===== config.mk =====
export PLATFORM = sky130hd
export DESIGN_NAME = input_conditioner_flat
export DESIGN_NICKNAME = d
export VERILOG_FILES = /design/src/rtl/input_conditioner_if.sv /design/src/rtl/input_conditioner.sv /design/src/flat_wrapper.sv
export SDC_FILE = /design/constraint.sdc
export NUM_CORES = 1
export LEC_CHECK = 0
export BUFFER_PORTS_ARGS = -buffer_cell sky130_fd_sc_hd__buf_2
export CAP_MARGIN = 25
export CORE_MARGIN = 1.5
export CORE_UTILIZATION = 62
export DETAILED_ROUTE_END_ITERATION = 12
export PLACE_DENSITY = 0.91
export SETUP_SLACK_MARGIN = 0.5
export SLEW_MARGIN = 20
export SYNTH_ARGS = -nofsm -noshare
export SYNTH_HDL_FRONTEND = slang
export SYNTH_SLANG_ARGS = --single-unit

===== constraint.sdc =====
create_clock -name clk -period 2.3 [get_ports clk]
set_input_delay 0 -clock clk [delete_from_list [all_inputs] [get_ports clk]]
set_output_delay 0 -clock clk [all_outputs]
set_load 0.02 [all_outputs]

===== src/rtl/input_conditioner_if.sv =====
// input_conditioner_if
//   Board-facing bundle of the input conditioner: raw pins in, clean levels,
//   edge pulses and the stretched core reset out.
//   master : board/bench side, drives the raw pins and observes the outputs.
//   slave  : conditioner side, samples the raw pins and drives the outputs.
//   key_in[1:0]      raw push-buttons, active-low, asynchronous
//   sw_in[3:0]       raw slide switches, asynchronous
//   key_level[1:0]   debounced key state, active-low
//   key_press[1:0]   one-cycle pulse on key_level 1->0
//   key_release[1:0] one-cycle pulse on key_level 0->1
//   sw_level[3:0]    debounced switch state
//   sw_changed[3:0]  one-cycle pulse on any sw_level change
//   core_rst_n       registered, stretched active-low core reset
interface input_conditioner_if;
    logic [1:0] key_in;
    logic [3:0] sw_in;
    logic [1:0] key_level;
    logic [1:0] key_press;
    logic [1:0] key_release;
    logic [3:0] sw_level;
    logic [3:0] sw_changed;
    logic       core_rst_n;

    modport master (
        output key_in, sw_in,
        input  key_level, key_press, key_release, sw_level, sw_changed, core_rst_n
    );

    modport slave (
        input  key_in, sw_in,
        output key_level, key_press, key_release, sw_level, sw_changed, core_rst_n
    );
endinterface


===== src/rtl/input_conditioner.sv =====
// input_conditioner
//   Synchronises and debounces two push-buttons and four slide switches,
//   produces clean levels plus single-cycle edge pulses, and generates the
//   stretched active-low reset for the core (key[0] acts as reset button).
//   clk    : system clock (CLOCK_50 domain)
//   rst_n  : asynchronous active-low reset
//   io     : input_conditioner_if.slave (raw pins in, conditioned outputs)
// All outputs come from flops or from AND-ing flops; no input reaches an
// output combinationally.
module input_conditioner #(
    parameter int DEBOUNCE_CYCLES = 500000,
    parameter int RST_HOLD_CYCLES = 1024,
    parameter int DB_W            = $clog2(DEBOUNCE_CYCLES),
    parameter int RH_W            = $clog2(RST_HOLD_CYCLES + 1)
) (
    input  logic                clk,
    input  logic                rst_n,
    input_conditioner_if.slave  io
);

    localparam int NCH = 6;
    // Channel order {sw[3:0], key[1:0]}; keys idle high, switches idle low.
    localparam logic [NCH-1:0] RST_VAL = 6'b000011;
    localparam logic [DB_W-1:0] DB_LAST = DB_W'(DEBOUNCE_CYCLES - 1);
    localparam logic [RH_W-1:0] RH_END  = RH_W'(RST_HOLD_CYCLES);

    logic [NCH-1:0] raw;
    logic [NCH-1:0] s0_q, s0_d;
    logic [NCH-1:0] s1_q, s1_d;
    logic [NCH-1:0] level_q, level_d;
    logic [NCH-1:0] pulse_q, pulse_d;
    logic [DB_W-1:0] cnt_q [NCH];
    logic [DB_W-1:0] cnt_d [NCH];
    logic [RH_W-1:0] hold_q, hold_d;
    logic            core_rst_n_q, core_rst_n_d;
    logic            cause_active;
    logic            cause_starting;

    assign raw = {io.sw_in, io.key_in};

    always_comb begin
        s0_d = raw;
        s1_d = s0_q;
    end

    // A channel's level only moves after s1 has disagreed with it for
    // DEBOUNCE_CYCLES consecutive cycles; any agreement clears the count.
    always_comb begin
        level_d = level_q;
        pulse_d = '0;
        for (int i = 0; i < NCH; i++) begin
            cnt_d[i] = '0;
            if (s1_q[i] != level_q[i]) begin
                if (cnt_q[i] == DB_LAST) begin
                    level_d[i] = s1_q[i];
                    pulse_d[i] = 1'b1;
                end else begin
                    cnt_d[i] = cnt_q[i] + 1'b1;
                end
            end
        end
    end

    // The hold counter follows the registered key[0] level, so release is
    // stretched by a full RST_HOLD_CYCLES edges. The falling edge of the
    // level is also looked at directly so core_rst_n drops in the same cycle
    // key_level[0] does rather than one cycle later.
    always_comb begin
        cause_active   = ~level_q[0];
        cause_starting = ~level_d[0];
        hold_d         = hold_q;
        if (cause_active) begin
            hold_d = '0;
        end else if (hold_q < RH_END) begin
            hold_d = hold_q + 1'b1;
        end
        core_rst_n_d = ~cause_active & ~cause_starting & (hold_d == RH_END);
    end

    always_ff @(posedge clk or negedge rst_n) begin
        if (!rst_n) begin
            s0_q         <= RST_VAL;
            s1_q         <= RST_VAL;
            level_q      <= RST_VAL;
            pulse_q      <= '0;
            for (int i = 0; i < NCH; i++) begin
                cnt_q[i] <= '0;
            end
            hold_q       <= '0;
            core_rst_n_q <= 1'b0;
        end else begin
            s0_q         <= s0_d;
            s1_q         <= s1_d;
            level_q      <= level_d;
            pulse_q      <= pulse_d;
            for (int i = 0; i < NCH; i++) begin
                cnt_q[i] <= cnt_d[i];
            end
            hold_q       <= hold_d;
            core_rst_n_q <= core_rst_n_d;
        end
    end

    // The pulse flop marks the cycle the level changed; the new level tells
    // which direction, so press and release can never coincide on one bit.
    assign io.key_level   = level_q[1:0];
    assign io.key_press   = pulse_q[1:0] & ~level_q[1:0];
    assign io.key_release = pulse_q[1:0] &  level_q[1:0];
    assign io.sw_level    = level_q[5:2];
    assign io.sw_changed  = pulse_q[5:2];
    assign io.core_rst_n  = core_rst_n_q;

endmodule

===== src/flat_wrapper.sv =====
// flat-port wrapper written by rule: the top's interface ports become plain ports
module input_conditioner_flat 
#(
    parameter int DEBOUNCE_CYCLES = 500000,
    parameter int RST_HOLD_CYCLES = 1024,
    parameter int DB_W            = $clog2(DEBOUNCE_CYCLES),
    parameter int RH_W            = $clog2(RST_HOLD_CYCLES + 1)
)
  (clk, rst_n, io_key_in, io_sw_in, io_key_level, io_key_press, io_key_release, io_sw_level, io_sw_changed, io_core_rst_n);
  input_conditioner_if io_i ();
  input  logic clk;
  input  logic rst_n;
  input wire logic [$bits(io_i.key_in)-1:0] io_key_in;
  input wire logic [$bits(io_i.sw_in)-1:0] io_sw_in;
  output wire logic [$bits(io_i.key_level)-1:0] io_key_level;
  output wire logic [$bits(io_i.key_press)-1:0] io_key_press;
  output wire logic [$bits(io_i.key_release)-1:0] io_key_release;
  output wire logic [$bits(io_i.sw_level)-1:0] io_sw_level;
  output wire logic [$bits(io_i.sw_changed)-1:0] io_sw_changed;
  output wire logic [$bits(io_i.core_rst_n)-1:0] io_core_rst_n;
  assign io_i.key_in = io_key_in;
  assign io_i.sw_in = io_sw_in;
  assign io_key_level = io_i.key_level;
  assign io_key_press = io_i.key_press;
  assign io_key_release = io_i.key_release;
  assign io_sw_level = io_i.sw_level;
  assign io_sw_changed = io_i.sw_changed;
  assign io_core_rst_n = io_i.core_rst_n;
  input_conditioner #(.DEBOUNCE_CYCLES(DEBOUNCE_CYCLES), .RST_HOLD_CYCLES(RST_HOLD_CYCLES), .DB_W(DB_W), .RH_W(RH_W)) u_core (.clk(clk), .rst_n(rst_n), .io(io_i));
endmodule

==> results.yml <==
detailed_routing:
  wl_per_cell_um: 18.49
  firstDrtPassIters: 5
  drt-initial-drc-count: 612
  vias: 5474
  drc: 0
  wirelength_mm: 16.64
  via_per_inst: 6.082
  ant_nets: 0
place:
  io_buffers: 22
  dp_hpwl_mm: 8.647
  placed_area_um2: 7237
  place_congestion: 0.8592
logic_synthesis:
  ys.warnings.count: 0
  ys.flop_type: "dfrtp_1"
  synthDistinctLibCells: 43
  syn_inst: 689
  synth_seq_cells: 150
  syn_area_um2: 7008
  yosysMostFrequentCell: "nor2_1"
  synth_top_area_cell: "dfrtp_1"
  synth_seq_area_share: 0.5367
  netlist.area_leader.share: 0.5142
  synth_edf_count: 0
  synth.area.top_cells: "dfrtp_1 (51%), xor2_1 (9.2%), nor2_1 (7.8%)"
  yosys-top-cells-count: "nor2_1 (146), dfrtp_1 (144), xor2_1 (74)"
  synth_nets: 704
  syn_avg_cell_area_um2: 10.17
  synthArstFlopShare: 1.000
setup_path:
  crit_arrival_ns: 2.17
  cp_top_family: "simple AND/OR/NAND/NOR gates"
  cpMaxStageDelayCell: "or4_4"
  critPathLaunchType: "flop"
  cp-startpoint: "u_core.cnt_q[33]$_DFF_PN0_"
  r2r-start: "u_core.cnt_q[33]$_DFF_PN0_"
  crit_type: "flop to flop"
  critPathMaxFanout: 5
  reg2reg_to: "u_core.cnt_q[21]$_DFF_PN0_"
  worst-r2r-cell-count: 5
  cp_num_buf_inv: 1
  rrSetupSlack_ns: 0.43
  cp-end-kind: "flop"
  worstPathCellList: "or4_4, nor4_4, or2_4, buf_6, nor2_2"
  required_ns: 2.60
  cp_slowest_stage_delay_ns: 0.55
final_layout:
  diodes: 0
  drive_above_1_share: 0.1671
  syn_to_final_growth_pct: 18.01
  fin_nets: 762
  stdcell_area_um2: 8270
job:
  timing.max_cap.violations: 0
clock_network:
  ctsLongestPathBuffers: 2
  cts_max_level: 4
  cts_inserted_buffers: 17
  clock-sinks: 150
  cts-root-buf: "clkbuf_16"
  clk_latency_ns: 0.43
  cts_tree: "yes"
  clkTransAtPathRegs_ns: 0.06
global_routing:
  overflow: 0
  grt_pass1_vias: 5283
  grt_max_degree: 63
  antenna_found_initial: 0
  grt.total_usage: 0.2673
  grt_pass1_wl_mm: 24.56
power:
  vdd_drop_max_uv: 597.6
  power.total_w: 0.005924
  p_per_area_nw_per_um2: 716.2
  p_leak_nw: 3.638
timing:
  rsz0062_at_grt: "yes"
  setup_viol_count_final: 0
  drv_slew: 0
  tns_ns: 0
  period_needed_ns: 1.867
  clock.fmax_mhz: 535.5
  finalHoldViolations: 0
  whs_ns: 0.1033
  worst_pin_slew_ns: 0.5869
  period_share: 0.8119
  skew_ns: 0.006176
  slew_headroom: 0.6087
status:
  outcome: "complete, no violations"
floorplanning:
  row_count: 38
  start_util: 0.6408
  dieArea_um2: 11950
  die_y_um: 109.3
  dieWidth_um: 109.3
  ios: 23
  core_region_area_um2: 10940
hold_path:
  hold_class: "input pin to async pin"
layout make-up:
class	count	area (µm²)
Sequential cell	150	3764
Multi-Input combinational cell	507	3216
Fill cell	604	2665
Clock buffer	23	488.0
Timing Repair Buffer	58	431.7
Tap cell	140	175.2
Clock inverter	9	147.6
Inverter	13	48.80
registers in the layout, summed over array words and instances (netlist names):
| signal | flops |
|---|---|
| u_core.s1_q | 6 |
| u_core.io.core_rst_n | 1 |
| u_core.cnt_q | 114 |
| u_core.hold_q | 11 |
| u_core.pulse_q | 6 |
| u_core.level_q | 6 |
| u_core.s0_q | 6 |
worst max-delay path by stage:
stage                                      end  cells after the start
CTS                 u_core.cnt_q[32]$_DFF_PN0_                      7
detailed placement  u_core.cnt_q[79]$_DFF_PN0_                      5
floorplan           u_core.cnt_q[29]$_DFF_PN0_                      6
global route        u_core.cnt_q[48]$_DFF_PN0_                      6
finish              u_core.cnt_q[21]$_DFF_PN0_                      5
global placement    u_core.cnt_q[82]$_DFF_PN0_                      5
layer usage:
metal / part of all wire / vias to the layer above / global-route usage
met2: 0.51 / 252 / 0.4411
met5: 0 / - / 0
met3: 0.053 / 71 / 0.06165
met1: 0.40 / 2729 / 0.3313
met4: 0.043 / 0 / 0.1364
li1: - / 2422 / -
kinds of logic after synthesis:
group	count (synthesis)	synth area share
buffers and inverters	34	0.02839
XOR/XNOR	119	0.1487
multiplexers	7	0.01107
flip-flops	150	0.5367
AND/OR/NAND/NOR	364	0.2544
adder cells (fa/ha/maj)	8	0.01393
AO/OA/AOI/OAI	7	0.006785
what timing repair did:
action                                  4_1_cts  5_1_grt
gates cloned                                  1        3
pin swaps                                     4       16
hold endpoints to repair                     65        0
gates resized for setup                      17       31
endpoints found under the setup margin       67       94
hold buffers                                  7        0
buffers inserted                              4       13
power by group:
group          switching [W]  internal, W  total (W)
Sequential         0.0000368      0.00268    0.00272
Combinational       0.000129    0.0000744   0.000203
Clock                0.00108      0.00192    0.00300
metrics by stage:
stage / utilization / cells / setup WS (ns)
after floorplan: - / 689 / 0.5430
after global placement: 0.6618 / 840 / 0.3938
after detailed placement: 0.6618 / 840 / 0.3328
after CTS: 0.7358 / 884 / 0.4911
after global routing: 0.7563 / 900 / 0.2248
final: 0.7563 / 900 / 0.4326
cells in the final DEF, fill, tap and decap left out, types with 10 or more instances in the layout:
master / netlist / routed
nor2_1: 146 / 141
buf_2: 9 / 21
nand3_1: 52 / 52
nor3_1: 16 / 10
dfrtp_1: 144 / 142
clkbuf_16: 0 / 17
nand2_1: 44 / 44
nand4_1: 29 / 29
and2_1: 15 / 15
nor4_1: 10 / 10
buf_4: 4 / 25
xor2_1: 74 / 74
inv_1: 13 / 13
xnor2_1: 45 / 45
and3_1: 11 / 11
(Power assumes the default switching activity.)
